[src/rtl/picobello_pkg.sv]
// picobello_pkg: shared address-map, tile-id and multicast decode types.
package picobello_pkg;

    typedef struct packed {
        int unsigned AddrWidth;
    } axi_cfg_t;

    localparam axi_cfg_t    AxiCfgN      = '{AddrWidth: 48};
    localparam int unsigned PkgAddrWidth = AxiCfgN.AddrWidth;
    localparam int unsigned SamNumRules  = 4;
    localparam int unsigned XWidth       = 3;
    localparam int unsigned YWidth       = 3;
    localparam int unsigned SelWidth     = 6;

    typedef struct packed {
        logic              port_id;
        logic [YWidth-1:0] y;
        logic [XWidth-1:0] x;
    } id_t;

    typedef struct packed {
        logic [SelWidth-1:0] offset;
        logic [SelWidth-1:0] len;
    } mask_sel_t;

    typedef struct packed {
        id_t       id;
        mask_sel_t mask_x;
        mask_sel_t mask_y;
    } sam_idx_t;

    typedef struct packed {
        sam_idx_t                idx;
        logic [PkgAddrWidth-1:0] start_addr;
        logic [PkgAddrWidth-1:0] end_addr;
    } sam_multicast_rule_t;

    typedef enum logic [1:0] {
        ERR_OK            = 2'd0,
        ERR_NO_MATCH      = 2'd1,
        ERR_ILLEGAL_MCAST = 2'd2
    } mcast_dec_err_e;

    // Rule 0 is a multicast-capable tile window, rule 1 a unicast-only one; the rest are empty.
    localparam sam_multicast_rule_t SamMcast [SamNumRules] = '{
        '{idx: '{id: '{port_id: 1'b0, y: 3'd0, x: 3'd1},
                 mask_x: '{offset: 6'd20, len: 6'd2},
                 mask_y: '{offset: 6'd18, len: 6'd2}},
          start_addr: PkgAddrWidth'(32'h2000_0000), end_addr: PkgAddrWidth'(32'h2004_0000)},
        '{idx: '{id: '{port_id: 1'b0, y: 3'd3, x: 3'd0}, mask_x: '0, mask_y: '0},
          start_addr: PkgAddrWidth'(32'h7000_0000), end_addr: PkgAddrWidth'(32'h7010_0000)},
        '{default: '0},
        '{default: '0}
    };

endpackage

[src/rtl/pb_mcast_route_decoder_sam_match.sv]
// pb_sam_match: combinational address-map lookup returning the lowest matching rule index.
module pb_sam_match #(
    parameter int unsigned NumRules  = 4,
    parameter int unsigned AddrWidth = 48,
    parameter int unsigned IdxWidth  = 2
) (
    input  logic [AddrWidth-1:0] addr_i,
    input  logic [AddrWidth-1:0] start_i [NumRules],
    input  logic [AddrWidth-1:0] end_i   [NumRules],
    output logic [IdxWidth-1:0]  idx_o,
    output logic                 hit_o
);

    // Scan downwards so the lowest matching index is the one left standing.
    always_comb begin
        idx_o = '0;
        hit_o = 1'b0;
        for (int i = NumRules - 1; i >= 0; i--) begin
            if (addr_i >= start_i[i] && addr_i < end_i[i]) begin
                hit_o = 1'b1;
                idx_o = IdxWidth'(i);
            end
        end
    end

endmodule

[src/rtl/pb_mcast_route_decoder.sv]
// pb_mcast_route_decoder: two-stage multicast route decoder (S1 rule match, S2 id/mask/error).
// Mask extraction and illegal-multicast detection are enabled by PB_MCAST_DECODE_EN.
module pb_mcast_route_decoder
    import picobello_pkg::*;
#(
    parameter int unsigned NumRules  = SamNumRules,
    parameter int unsigned AddrWidth = AxiCfgN.AddrWidth,
    parameter int unsigned CntWidth  = 16
) (
    input  logic                   clk_i,
    input  logic                   rst_ni,
    input  sam_multicast_rule_t    sam_i [NumRules],
    input  logic                   in_valid_i,
    output logic                   in_ready_o,
    input  logic [AddrWidth-1:0]   in_addr_i,
    input  logic [AddrWidth-1:0]   in_mask_i,
    output logic                   out_valid_o,
    input  logic                   out_ready_i,
    output id_t                    out_id_o,
    output logic [XWidth-1:0]      out_mask_x_o,
    output logic [YWidth-1:0]      out_mask_y_o,
    output mcast_dec_err_e         out_err_o,
    output logic [CntWidth-1:0]    err_cnt_o
);

    localparam int unsigned IdxWidth = NumRules > 1 ? $clog2(NumRules) : 1;

    logic [AddrWidth-1:0] start_addr [NumRules];
    logic [AddrWidth-1:0] end_addr   [NumRules];
    logic [IdxWidth-1:0]  match_idx, s1_idx_q;
    logic                 match_hit, s1_hit_q, s1_valid_q, s2_valid_q, s1_advance, accept;
    sam_idx_t             rule;
    id_t                  id_d, id_q;
    logic [XWidth-1:0]    mask_x_d, mask_x_q;
    logic [YWidth-1:0]    mask_y_d, mask_y_q;
    mcast_dec_err_e       err_d, err_q;
    logic [CntWidth-1:0]  cnt_q;

    always_comb begin
        for (int i = 0; i < NumRules; i++) begin
            start_addr[i] = AddrWidth'(sam_i[i].start_addr);
            end_addr[i]   = AddrWidth'(sam_i[i].end_addr);
        end
    end

    pb_sam_match #(
        .NumRules (NumRules),
        .AddrWidth(AddrWidth),
        .IdxWidth (IdxWidth)
    ) i_sam_match (
        .addr_i (in_addr_i),
        .start_i(start_addr),
        .end_i  (end_addr),
        .idx_o  (match_idx),
        .hit_o  (match_hit)
    );

    assign s1_advance = !s2_valid_q || out_ready_i;
    assign in_ready_o = !s1_valid_q || s1_advance;
    assign accept     = in_valid_i && in_ready_o;
    assign rule       = sam_i[s1_idx_q].idx;
    assign id_d       = s1_hit_q ? rule.id : '0;

`ifdef PB_MCAST_DECODE_EN
    logic [AddrWidth-1:0] s1_mask_q;
    logic [XWidth-1:0]    sel_x;
    logic [YWidth-1:0]    sel_y;
    logic                 illegal;

    assign sel_x   = XWidth'((s1_mask_q >> rule.mask_x.offset) & ~({AddrWidth{1'b1}} << rule.mask_x.len));
    assign sel_y   = YWidth'((s1_mask_q >> rule.mask_y.offset) & ~({AddrWidth{1'b1}} << rule.mask_y.len));
    // A rule with no mask fields is unicast-only; any multicast bits to it are illegal.
    assign illegal = rule.mask_x.len == '0 && rule.mask_y.len == '0 && s1_mask_q != '0;

    always_ff @(posedge clk_i or negedge rst_ni) begin
        if (!rst_ni) s1_mask_q <= '0;
        else if (accept) s1_mask_q <= in_mask_i;
    end

    always_comb begin
        err_d    = !s1_hit_q ? ERR_NO_MATCH : illegal ? ERR_ILLEGAL_MCAST : ERR_OK;
        mask_x_d = (s1_hit_q && !illegal) ? sel_x : '0;
        mask_y_d = (s1_hit_q && !illegal) ? sel_y : '0;
    end
`else
    logic unused_mcast;

    assign unused_mcast = ^{in_mask_i, rule.mask_x, rule.mask_y};

    always_comb begin
        err_d    = s1_hit_q ? ERR_OK : ERR_NO_MATCH;
        mask_x_d = '0;
        mask_y_d = '0;
    end
`endif

    always_ff @(posedge clk_i or negedge rst_ni) begin
        if (!rst_ni) begin
            s1_valid_q <= 1'b0;
            s1_hit_q   <= 1'b0;
            s1_idx_q   <= '0;
            s2_valid_q <= 1'b0;
            id_q       <= '0;
            mask_x_q   <= '0;
            mask_y_q   <= '0;
            err_q      <= ERR_OK;
            cnt_q      <= '0;
        end else begin
            if (in_ready_o) s1_valid_q <= in_valid_i;
            if (accept) begin
                s1_hit_q <= match_hit;
                s1_idx_q <= match_idx;
            end
            if (s1_advance) s2_valid_q <= s1_valid_q;
            if (s1_valid_q && s1_advance) begin
                id_q     <= id_d;
                mask_x_q <= mask_x_d;
                mask_y_q <= mask_y_d;
                err_q    <= err_d;
            end
            if (s2_valid_q && out_ready_i && err_q != ERR_OK && cnt_q != '1) cnt_q <= cnt_q + CntWidth'(1);
        end
    end

    assign out_valid_o  = s2_valid_q;
    assign out_id_o     = id_q;
    assign out_mask_x_o = mask_x_q;
    assign out_mask_y_o = mask_y_q;
    assign out_err_o    = err_q;
    assign err_cnt_o    = cnt_q;

endmodule

[config.mk]
export PLATFORM = sky130hd
export DESIGN_NAME = pb_mcast_route_decoder
export DESIGN_NICKNAME = d
export VERILOG_FILES = /design/src/rtl/picobello_pkg.sv /design/src/rtl/pb_mcast_route_decoder_sam_match.sv /design/src/rtl/pb_mcast_route_decoder.sv
export SDC_FILE = /design/constraint.sdc
export NUM_CORES = 1
export LEC_CHECK = 0
export ABC_AREA = 1
export BUFFER_PORTS_ARGS = -buffer_cell sky130_fd_sc_hd__buf_2
export CORE_AREA = 5 5 249 251
export DETAILED_ROUTE_END_ITERATION = 10
export DIE_AREA = 0 0 254 256
export HOLD_SLACK_MARGIN = 0.02
export PLACE_DENSITY = 0.48
export SYNTH_ARGS = -nofsm -noshare
export SYNTH_HDL_FRONTEND = slang
export SYNTH_SLANG_ARGS = --single-unit
[constraint.sdc]
create_clock -name clk_i -period 2.1 [get_ports clk_i]
set_input_delay 0.105 -clock clk_i [delete_from_list [all_inputs] [get_ports clk_i]]
set_output_delay 0.105 -clock clk_i [all_outputs]
set_load 0.05 [all_outputs]
# After elaboration in Yosys (flattened, before gate mapping)
# Index checks and enable logic that the tools add are counted.
[totals]
reg_bits = 30
in_bits = 608
out_inout_bits = 33
elab_cells = 48
[classes]
n_addsub = 1
n_lt_le_gt_ge = 9
n_eq_ne = 1
mux = 13
bitwise_logic = 1
reduce_logical = 14
[op_table]
columns = ["op", "count"]
rows = [
  ["$bmux 127 s2", 1],
  ["$mux 127", 2],
  ["$ge 48x48->1", 4],
  ["$lt 48x48->1", 4],
  ["$add 16x1->16 const B", 1],
  ["$ne 16x16->1 const B", 1],
  ["$logic_and 1x1->1", 9],
  ["$mux 2", 4],
  ["$mux 7", 1],
  ["$mux 1", 5],
  ["$ge 3x3->1 const B", 1],
  ["$not 2->3", 1],
  ["$logic_not 1->1", 2],
  ["$logic_or 1x1->1", 2],
  ["$reduce_bool 2->1", 1],
]

# Logic depth before layout (Yosys ltp)
# Gate-level depths: netlist of run 1.
[depth]
depth_word = 6
mapped_depth = 18
mapped_depth_nobuf = 18

# Hierarchy
# Synthesis of run 1 repeated with hierarchy kept, for this count alone.
[unflattened]
cells_unflattened = 1875
hier_area_um2 = 11782.6
[modules_own_cells]
columns = ["mod", "n_inst", "cells_each", "area_per_inst_um2"]
rows = [
  ["pb_sam_match", 1, 1632, 10045.9],
  ["pb_mcast_route_decoder", 1, 243, 1736.7],
]

# Worst setup path after synthesis of run 1
# OpenSTA, ideal clock, no wires.
[synth_timing]
path_kind = "reg2reg"
from = "register cnt_q[0] (netlist: err_cnt_o[0])"
to = "register cnt_q[13] (netlist: err_cnt_o[13])"
setup_time_ps = 82
arrival_ps = 1834
t_required_ps = 2018
slack_ps = 184
path_stages_with_launch = 12
period_less_slack_ps = 1916
cell_sequence = "dfrtp_1 -> ha_1 -> nand3_2 -> nor2_1 -> nand3_2 -> nand2_4 -> nor2_4 -> nand4_2 -> nor2_4 -> nand2_2 -> nor2_2 -> xor2_1"
[synth_via]
elab_chain_len = 2
[synth_lines]
columns = ["item", "line_no", "text"]
rows = [
  ["start: declaration", "pb_mcast_route_decoder.sv:37", "logic [CntWidth-1:0] cnt_q;"],
  ["start signal: assignment", "pb_mcast_route_decoder.sv:121", "if (s2_valid_q && out_ready_i && err_q != ERR_OK && cnt_q != '1) cnt_q <= cnt_q + CntWidth'(1);"],
  ["parallel branches: the longest is 2 deep, another holds $add 16x1->16", "-", ""],
]
# Parallel ways; which one is timed is not known.
# A chain may end at the register's enable or synchronous reset.

# Worst setup path in the final report of run 1
[layout_timing]
from = "input in_addr_i[39]"
to = "register s1_idx_q[0]"
[layout_via]
elab_chain_len = 6
[layout_lines]
columns = ["item", "line_no", "text"]
rows = [
  ["start: declaration", "pb_mcast_route_decoder.sv:15", "input logic [AddrWidth-1:0] in_addr_i,"],
  ["$ge 48x48->1 / $lt 48x48->1 (equally long branches)", "pb_mcast_route_decoder_sam_match.sv:19", "if (addr_i >= start_i[i] && addr_i < end_i[i]) begin"],
  ["$logic_and 1x1->1", "pb_mcast_route_decoder_sam_match.sv:19", ""],
  ["$mux 2 (3 in series)", "pb_mcast_route_decoder_sam_match.sv:19", ""],
  ["$mux 2 (*)", "pb_mcast_route_decoder_sam_match.sv:19", ""],
  ["end signal: assignment", "pb_mcast_route_decoder.sv:112", "s1_idx_q <= match_idx;"],
  ["end: declaration", "pb_mcast_route_decoder.sv:30", "logic [IdxWidth-1:0] match_idx, s1_idx_q;"],
]
# Every way passes the cells marked *; elsewhere a longest branch is shown, timed or not.

==> results of run 1 <==
metrics by stage:
stage                     setup TNS, ns  setup slack, ns  cells
after global routing                  0           0.0654   3146
after floorplan                       0            0.184   1831
after global placement           -0.397           -0.168   3135
after CTS                             0            0.159   3144
final                                 0            0.232   3151
after detailed placement         -0.262           -0.116   3135
cell families after synthesis:
| kind of cell | count (synthesis) |
|---|---|
| xor+xnor | 15 |
| simple gates | 641 |
| buf+inv | 488 |
| other cells | 1 |
| compound gates | 270 |
| fa+ha+maj | 381 |
| flops | 29 |
layout by cell type (no fill, tap or decap), drive strengths merged:
cell type and count:
buf 531, clkbuf 6, nand2 412, nor3b 2
and2 3, a31oi 2, xor2 9, inv 479
nor4 3, nor2 131, clkinv 2, diode 7
nand3b 1, nand4 33, a22o 7, ha 381
xnor2 6, and3 1, dfrtp 29, o21ai 53
nor3 15, a21oi 171, dlygate4sd3 1, o21bai 3
o21a 19, conb 7, o22ai 7, nand3 40
a21o 8
sequential cells by signal, indices dropped and copies added (netlist names):
| register | cells |
|---|---|
| err_cnt_o | 16 |
| out_id_o | 7 |
| s1_idx_q | 2 |
| out_err_o | 1 |
| out_valid_o | 1 |
| s1_hit_q | 1 |
| s1_valid_q | 1 |
worst paths after layout:
| kind | startpoint | endpoint | cells past startpoint | slack (ns) |
|---|---|---|---|---|
| max in group asynchronous | rst_ni | err_cnt_o[6] | 2 | 1.22 |
| worst min register to register | err_cnt_o[14] | err_cnt_o[14] | 1 | 0.49 |
| min in group asynchronous | rst_ni | err_cnt_o[13] | 2 | 0.42 |
| worst max register to register | err_cnt_o[0] | err_cnt_o[14] | 10 | 0.33 |
| worst min-delay path | out_ready_i | out_valid_o | 4 | 0.18 |
| worst max-delay path | in_addr_i[39] | s1_idx_q[0] | 13 | 0.23 |
timing repair:
item | 4_1_cts | 5_1_grt
hold endpoints to repair | 29 | 0
hold buffers | 1 | 0
endpoints found under the setup margin | 0 | 0
power breakdown:
group          switching, W  internal (W)  leakage [nW]
Combinational       0.00203       0.00128          9.59
Sequential         0.000136      0.000683         0.367
Clock              0.000243      0.000434        0.0707
Total               0.00241       0.00240          10.0
worst max-delay path, cell delays in order:
cell and delay, ns:
buf_2 0.17, ha_1 0.31, nand2_1 0.07, nor2_1 0.24, nand3_1 0.13, nor4_1 0.48
a21oi_1 0.15, nand2_1 0.08, nand2_1 0.07, nand2_1 0.07, nand2_1 0.04, nand2_1 0.06
nand2_1 0.05
metal layers:
layer | track usage [%] | vias to the layer above
met3 | 2.35 | 32
met5 | 0 | -
li1 | - | 6898
met1 | 17.7 | 5409
met2 | 25.0 | 300
met4 | 1.37 | 14
final cells by class:
class / count / area [sq um]
multi-input combinational: 1314 / 9030
timing repair buffer: 532 / 2790
fill: 6864 / 44200
antenna: 7 / 17.5
clock buffer: 6 / 129
inverter: 479 / 1800
sequential: 29 / 726
tap: 782 / 978
clock inverter: 2 / 10.0
==> metrics.md, run 1 <==
| Metric | Value |
|---|---|
| Core footprint | `slightly below 60000 sq um` |
| Initial antenna violation count | `13` |
| Die area | `approximately 65000 sq um` |
| Area Growth Syn to Fin | `33.5%` |
| Pwr per Cell Area | `311 nW/um^2` |
| HP Class | `in2reg` |
| Max Buffers Root-to-Sink | `2` |
| DRT Pass-1 Iters | `6` |
| Initial core utilization | `approximately 19%` |
| Post-synthesis sequential area ratio | `6.26%` |
| Final Instance Area | `roughly 15000 sq um` |
| Leakage | `about 10 nW` |
| Largest net degree at the start of global routing | `30` |
| WP data arrival | `2.03 ns` |
| Crit Path Class | `in2reg` |
| Met3 wire len | `between 2000 and 3000 um` |
| Post-Synth Simple-Gate Area | `about 23%` |
| Clock Sinks | `29` |
| Share of layout cells above drive strength 1 | `23.3%` |
| CTS tree | `built` |
| Ys Warns | `0` |
| Avg Vias per Cell | `around 4` |
| Worst clock skew | `just over 0.007 ns` |
| Final period util | `between 80% and 90%` |
| Multiplexer share of the synthesized area | `0%` |
| CTS-repair resized insts | `0` |
| Status | `complete, no violations` |
| Critical Path RT | `2.26 ns` |
| Adder-cell share of the synthesized area | `around two fifths` |
| Clk slew on worst S/H paths | `0.05 ns` |
| Final Net Count | `roughly 3400` |
| Most common flop cell mapped by yosys | `dfrtp_1` |
| HPWL Detailed | `roughly 44000 um` |
| Post-synthesis cell type count | `34` |
| Vias after detailed routing | `around 13000` |
| Compound-Gate Fraction of Synth Area | `12.6%` |
| FF+latch count, synth | `29` |
| Max-Cap Viols | `0` |
| Die width | `between 200 and 300 um` |
| Num rows | `90` |
| Post-route DRC | `0` |
| Number of slew-limit violations in the final report | `0` |
| Final Util | `around a quarter` |
| Hold Slack | `0.177 ns` |
| Die Y | `256 um` |
| Overflow after GRT | `0` |
| Slew of the pin with the lowest slew margin | `between 0.7 and 0.8 ns` |
| Finish-stage setup viols | `0` |
| Top-area cell type share of the netlist area | `between 40% and 50%` |
| CTS root buffer | `clkbuf_16` |
| Total routed wirelength | `around 47000 um` |
| Max-slew headroom | `between 50% and 60%` |
| Xor/xnor cell area share of the yosys netlist | `1.13%` |
| Avg WL per Cell | `approximately 15 um` |
| Highest metal used | `met5` |
| Synth area leader | `ha_1` |
| Vias in the first global route | `roughly 13000` |
| Num CTS Buffers | `5` |
| Met2 Routed Length | `approximately 23000 um` |
| PortBufs | `489` |
| Synth Area per Inst | `between 6 and 7 sq um` |
| I/O pin total | `~640` |
| CP Launch Type | `primary input` |
| First-iteration detailed-routing DRC count | `around 410` |
| First-pass GRT wire length | `between 70000 and 80000 um` |
| Most frequent cell after synthesis | `inv_1` |
| Worst-path fanout max | `8` |
| GPL Wtd Cong | `~0.86` |
| Async SR Flop Fraction | `between 90% and 100%` |
| Post-synth top cells | `inv_1 (478), nand2_1 (409), ha_1 (381), a21oi_1 (171), nor2_1 (127)` |
| Setup crit end kind | `flop` |
| Largest family of logic cells by synthesized area | `adder cells` |
| Post-Synthesis Cells | `about 1800` |
| Post-route minimum period | `1.87 ns` |
| RSZ-0062 raised after global routing | `false` |
| Post-Syn Area | `roughly 12000 sq um` |
| Final hold violations | `0` |
| Synth area leaders | `ha_1 (41%), inv_1 (15%), nand2_1 (13%)` |
| Met1 WL | `roughly 21000 um` |
| Placed inst area | `about 15000 sq um` |
| Maximum vdd drop | `369 uV` |
| Number of synthesized flops with an enable pin | `0` |
| ANT nets after route | `0` |
| Power Total | `0.00481 W` |
| Max Clk Rate | `535 MHz` |
| H-tree levels | `2` |
| Total track usage | `roughly 14%` |
| Clock Latency Late Sink | `0.27 ns` |
| Post-CTS setup buffer count | `0` |
Note: power is estimated with default switching activity, not from simulation.
==> run 2: changes to the inputs <==
- CORE_AREA: 5 5 249 251 -> 5 5 244 246
- DIE_AREA: 0 0 254 256 -> 0 0 249 251
- PLACE_DENSITY: 0.48 -> 0.49
- RECOVER_POWER: default -> 25
==> run 2 against run 1 <==
  * Utilization grew 0.74 points
  * Count of clock-buffer cells in the layout unchanged
  * Wire length down 3.4%
  * Clock skew down 0.0032 ns
  * Via count shrank 1.8%
  * Final area decreased by 1.5%
  * Critical path depth grew 2
  * Worst hold slack got worse by 0.0068 ns
  * Non-clock buffer count decreased by 25
  * Critical path type unchanged
  * Critical endpoint is now s1_hit_q
  * Highest routed layer unchanged
==> metrics.md, run 2 (synthesis gave the netlist of run 1 again) <==
| Metric | Value |
|---|---|
| Status | `complete, no violations` |
| Area of the multi-input gates | `9030 sq um` |
| CP Launch Type | `primary input` |
| Die area | `about 62000 sq um` |
| Pwr per Cell Area | `a little over 300 nW/um^2` |
| Vias after detailed routing | `12400` |
| Reg-to-reg startpoint | `err_cnt_o[1]` |
| HPWL Detailed | `42300 um` |
| Max-slew headroom | `between 50 and 60%` |
| Avg Vias per Cell | `between 3 and 4` |
| WP data arrival | `just under 2 ns` |
| Place WS | `-0.0403 ns` |
| Setup crit end kind | `flop` |
| HP Class | `in2reg` |
| H-tree levels | `2` |
| DRT Pass-1 Iters | `4` |
| Critical Path RT | `roughly 2.3 ns` |
| Placed inst area | `about 15000 sq um` |
| ANT nets after route | `0` |
| Commonest non-fill, non-tap cell in the layout | `buf_2` |
| RSZ-0062 raised after global routing | `false` |
| Post-route minimum period | `1.77 ns` |
| Delay-heaviest family, CP | `simple AND/OR/NAND/NOR gates` |
| Fillers | `around 6600` |
| Sequential cell area | `around 730 sq um` |
| Hold endpoint | `out_valid_o` |
| Max Buffers Root-to-Sink | `2` |
| Reg2Reg Depth | `10` |
| Final Net Count | `3325` |
| Num CTS Buffers | `5` |
| Vias in the first global route | `between 10000 and 15000` |
| Avg WL per Cell | `about 15 um` |
| Hold Crit Start | `out_ready_i` |
| Post-route DRC | `0` |
| Slew of the pin with the lowest slew margin | `0.739 ns` |
| Finish-stage setup viols | `0` |
| CP max stage delay | `between 0.3 and 0.4 ns` |
| Critical-path top delay cell | `ha_1` |
| Non-Filler Instances | `~3100` |
| First-pass GRT wire length | `69500 um` |
| PortBufs | `489` |
| I/O pin total | `641` |
| Largest net degree at the start of global routing | `30` |
| Leakage | `about 9.9 nW` |
| FF-to-FF End | `err_cnt_o[15]` |
| Final period util | `a little over four fifths` |
| Num rows | `between 80 and 90` |
| Area Growth Syn to Fin | `31.5%` |
| Clock Sinks | `29` |
| Hold_buf cts | `1` |
| Worst-path fanout max | `8` |
| GPL Wtd Cong | `~0.88` |
| First-iteration detailed-routing DRC count | `~330` |
| CTS root buffer | `clkbuf_16` |
| Initial core utilization | `around 20%` |
| Die width | `249 um` |
| Final Util | `a little over a quarter` |
| Commonest non-fill, non-tap cells in the layout | `buf_2 (481), inv_1 (478), nand2_1 (409)` |
| CTS tree | `built` |
| Max reg flops | `16` |
| Worst clock skew | `a little over 0.004 ns` |
| Hold path cells | `4` |
| CP bufs+invs | `1` |
| Die Y | `251 um` |
| Maximum vdd drop | `around 420 uV` |
| Worst Setup Slack, final | `0.332 ns` |
| Clock Latency Late Sink | `approximately 0.27 ns` |
| Max-Cap Viols | `0` |
| Initial antenna violation count | `12` |
| R2R Setup Slk | `roughly 0.34 ns` |
| Share of layout cells above drive strength 1 | `about 22%` |
| Crit Path Class | `in2reg` |
| Total routed wirelength | `45800 um` |
| Final Instance Area | `15200 sq um` |
| Max Clk Rate | `~570 MHz` |
| Total track usage | `about 14%` |
| Final hold violations | `0` |
| Core footprint | `about 57000 sq um` |
| Clk slew on worst S/H paths | `about 0.050 ns` |
| CTS-repair resized insts | `0` |
| Overflow after GRT | `0` |
| Placed cells | `between 3000 and 4000` |
| Post-CTS setup buffer count | `0` |
| Number of slew-limit violations in the final report | `0` |
| Power Total | `~0.0048 W` |
| Crit-path cells | `buf_2 > ha_1 > nand2_1 > nor2_1 > and2_1 > nand2_1 > nor2_1 > nand2_1 > nand2_1 > nor2_1 > nand3_1 > nand2_1 > nand3_1 > nor2_1 > nor2_1` |
-- run 2: cell count changes in the layout (fill, tap and decap cells not counted), sizes merged --
cell | before | now
clkbuf | 6 | 14
buf | 531 | 498
diode | 7 | 6
-- run 2: cell type report --
type | instances | area share, %
Clock buffer | 6 | 0.845
Inverter | 479 | 11.8
Multi-Input combinational cell | 1314 | 59.3
Tap cell | 765 | 6.28
Antenna cell | 6 | 0.0985
Sequential cell | 29 | 4.76
Timing Repair Buffer | 507 | 16.9
Clock inverter | 2 | 0.0657
-- run 2: worst reg2reg max path: cells and delay by family, from the launching register on --
family / cells / cell delay [ns]
and+or+nand+nor: 8 / 0.82
DFF: 1 / 0.43
adders and majority gates: 1 / 0.23
xor gates and xnor gates: 1 / 0.16
-- run 2: where the power goes --
part           leakage (nW)  switching (W)  internal (W)  total, W
combinational          9.44        0.00204       0.00124   0.00328
clock                0.0707       0.000229      0.000433  0.000662
sequential            0.367       0.000121      0.000684  0.000806
total                  9.88        0.00239       0.00236   0.00475
-- run 2: through the flow --
step | setup TNS (ns) | hold slack, ns
2_1_floorplan | 0 | -0.191
3_3_place_gp | -0.104 | 0.184
3_5_place_dp | -0.0776 | 0.185
4_1_cts | 0 | 0.167
5_1_grt | 0 | 0.206
6_report | 0 | 0.170
-- run 2: layer usage --
layer	GRT usage [%]	wire, um
met1	18.1	21000
met2	25.5	22200
met3	2.43	2340
met4	0.709	184
met5	0	62
-- run 2: how the worst max path moves through the flow --
stage	startpoint	end	slack, ns	cells after the start
floorplan	err_cnt_o[0]	err_cnt_o[13]	0.18	11
global placement	in_addr_i[39]	s1_hit_q	-0.05	15
detailed placement	in_addr_i[39]	s1_hit_q	-0.04	15
CTS	in_addr_i[39]	s1_hit_q	0.24	15
global route	in_addr_i[39]	s1_hit_q	0.07	15
finish	in_addr_i[39]	s1_hit_q	0.33	15
==> run 3: changes to the inputs <==
- CORE_AREA: 5 5 244 246 -> 5 5 248 250
- DIE_AREA: 0 0 249 251 -> 0 0 253 255
- clock period: 2.1 -> 1.6 ns (I/O delays scaled with it)
==> run 3 against run 2 <==
  * Combinational power is 50% higher
  * Die area is 3.2% higher
  * Via count is 4.6% higher
  * Setup slack worse by 0.30 ns
  * Non-clock buffer count is 107 higher
  * Count of clock-buffer cells in the layout is 1 higher
  * Clock power is 50% higher
  * Sequential cell count stayed put
  * Sequential share of layout area is 0.42 points lower
  * Critical path type unchanged
==> metrics.md, run 3 (synthesis gave the netlist of run 1 again) <==
| Metric | Value |
|---|---|
| Status | `complete, no violations` |
| Delay-heaviest family, CP | `simple AND/OR/NAND/NOR gates` |
| CTS root buffer | `clkbuf_16` |
| CP Depth | `15` |
| Max-slew headroom | `47.9%` |
| GPL Wtd Cong | `0.845` |
| Hold endpoint | `s1_valid_q` |
| Max Clk Rate | `637 MHz` |
| Clk slew on worst S/H paths | `0.06 ns` |
| Die width | `between 200 and 300 um` |
| Fillers | `6672` |
| CTS tree | `built` |
| Number of slew-limit violations in the final report | `0` |
| Post-route DRC | `0` |
| Clock Latency Late Sink | `0.27 ns` |
| Core footprint | `just under 60000 sq um` |
| Crit-path cells | `clkbuf_4 > buf_4 > ha_1 > nand4_1 > a21oi_2 > nor2_1 > buf_4 > nand2_1 > nand2_1 > nand2_1 > a21oi_2 > nand2_2 > nand3_1 > nor2_1 > nor2_1` |
| HP Class | `in2reg` |
| FF-to-FF End | `err_cnt_o[13]` |
| Num rows | `a little under 90` |
| Max-Cap Viols | `0` |
| CP max stage delay | `about 0.27 ns` |
| Crit Path Class | `in2reg` |
| Final Net Count | `3432` |
| Total track usage | `around 15%` |
| R2R Setup Slk | `~0.03 ns` |
| Avg WL per Cell | `~15 um` |
| HPWL Detailed | `45500 um` |
| Hold Crit Start | `out_ready_i` |
| First-iteration detailed-routing DRC count | `377` |
| RSZ-0062 raised after global routing | `true` |
| Die Y | `255 um` |
| Total routed wirelength | `49600 um` |
| Post-route minimum period | `roughly 1.6 ns` |
| Share of layout cells above drive strength 1 | `31.5%` |
| Worst clock skew | `~0.009 ns` |
| ANT nets after route | `0` |
| Initial core utilization | `around a fifth` |
| Vias in the first global route | `between 10000 and 15000` |
| Power Total | `0.00695 W` |
| Critical Path RT | `between 1.5 and 2 ns` |
| H-tree levels | `2` |
| CP bufs+invs | `3` |
| Area Growth Syn to Fin | `46.8%` |
| Slew of the pin with the lowest slew margin | `approximately 0.78 ns` |
| Final Instance Area | `between 15000 and 20000 sq um` |
| PortBufs | `489` |
| I/O pin total | `approximately 640` |
| Maximum vdd drop | `approximately 870 uV` |
| Pwr per Cell Area | `between 400 and 500 nW/um^2` |
| Finish-stage setup viols | `0` |
| Die area | `64500 sq um` |
| Vias after detailed routing | `approximately 13000` |
| Leakage | `between 10 and 15 nW` |
| Max Buffers Root-to-Sink | `2` |
| Commonest non-fill, non-tap cells in the layout | `inv_1 (474), buf_2 (451), nand2_1 (368)` |
| Largest net degree at the start of global routing | `30` |
| Clock Sinks | `29` |
| Initial antenna violation count | `17` |
| Num CTS Buffers | `5` |
| Reg-to-reg startpoint | `err_cnt_o[1]` |
| Reg2Reg Depth | `11` |
| Hold path cells | `4` |
| First-pass GRT wire length | `between 70000 and 80000 um` |
| Critical-path top delay cell | `ha_1` |
| Placed inst area | `approximately 16000 sq um` |
| Overflow after GRT | `0` |
| Avg Vias per Cell | `roughly 4` |
| Max reg flops | `16` |
| Worst-path fanout max | `7` |
| Final period util | `98.1%` |
| WP data arrival | `between 1.5 and 2 ns` |
| DRT Pass-1 Iters | `5` |
| CP Launch Type | `primary input` |
| Final hold violations | `0` |
| Setup crit end kind | `flop` |
| Commonest non-fill, non-tap cell in the layout | `inv_1` |
## run 3: changes by cell type in the layout (fill, tap and decap cells not counted), moves of 22 or more
| cell | change |
|---|---|
| a21oi_1 | -24 |
| a21oi_2 | +23 |
| buf_2 | -30 |
| buf_4 | +107 |
| ha_1 | -24 |
| ha_4 | +24 |
| nand2_1 | -41 |
| nand2_2 | +38 |
| nor2_1 | -27 |
| nor2_2 | +22 |
## run 3: repair_timing
action	in CTS	in global routing
gates resized for setup	63	135
setup buffers	6	2
hold buffers	1	0
setup endpoints to repair	5	8
pin swaps	17	43
endpoints found under the hold margin	29	0
## run 3: worst max path at each step
stage,from,end,slack (ns)
finish,in_addr_i[28],s1_hit_q,0.03
global route,err_cnt_o[1],err_cnt_o[13],-0.12
CTS,in_addr_i[46],s1_idx_q[0],-0.04
detailed placement,in_addr_i[39],s1_idx_q[0],-0.59
global placement,in_addr_i[39],s1_idx_q[0],-0.69
floorplan,err_cnt_o[0],err_cnt_o[13],-0.14
## run 3: per-layer routing
layer,global-route usage (%),part of all wire [%],up-vias
met5,0,0.18,-
met4,1.57,0.77,14
met3,2.91,6.4,34
met2,25.9,48,316
met1,18.9,45,5574
li1,-,-,7059
## run 3: cell type report
| type | count | area [sq um] | area share (%) |
|---|---|---|---|
| diodes | 10 | 25.0 | 0.147 |
| clock buffers | 7 | 153 | 0.897 |
| clock inverters | 1 | 5.00 | 0.0294 |
| inverters | 479 | 1800 | 10.6 |
| multi-input cells | 1314 | 9740 | 57.2 |
| flip-flops and latches | 29 | 739 | 4.34 |
| well taps | 773 | 967 | 5.68 |
| repair buffers | 614 | 3590 | 21.1 |
## run 3: worst reg2reg max path, delay by kind of cell, from the launching register on
family                   cells  cell delay (ns)
AND/OR/NAND/NOR              9             0.77
XOR/XNOR                     1             0.14
adder cells (fa/ha/maj)      1             0.17
flip-flops                   1             0.42
## run 3: stage by stage
| stage | utilization [%] | hold WS [ns] | TNS [ns] | worst slack, ns | std cells |
|---|---|---|---|---|---|
| global route | 28.9 | 0.147 | -0.622 | -0.118 | 3219 |
| floorplan | - | -0.216 | -0.441 | -0.138 | 1831 |
| global placement | 27.2 | 0.174 | -2.02 | -0.687 | 3200 |
| CTS | 28.0 | 0.117 | -0.0805 | -0.0412 | 3215 |
| detailed placement | 27.2 | 0.186 | -1.78 | -0.594 | 3200 |
| finish | 29.0 | 0.121 | 0 | 0.0298 | 3227 |
## run 3: report_power, final
group          internal (W)  leakage (nW)  switching [W]  total [W]
Clock              0.000658        0.0800       0.000334   0.000992
Combinational       0.00201          10.1        0.00289    0.00491
Sequential         0.000906         0.353       0.000147    0.00105
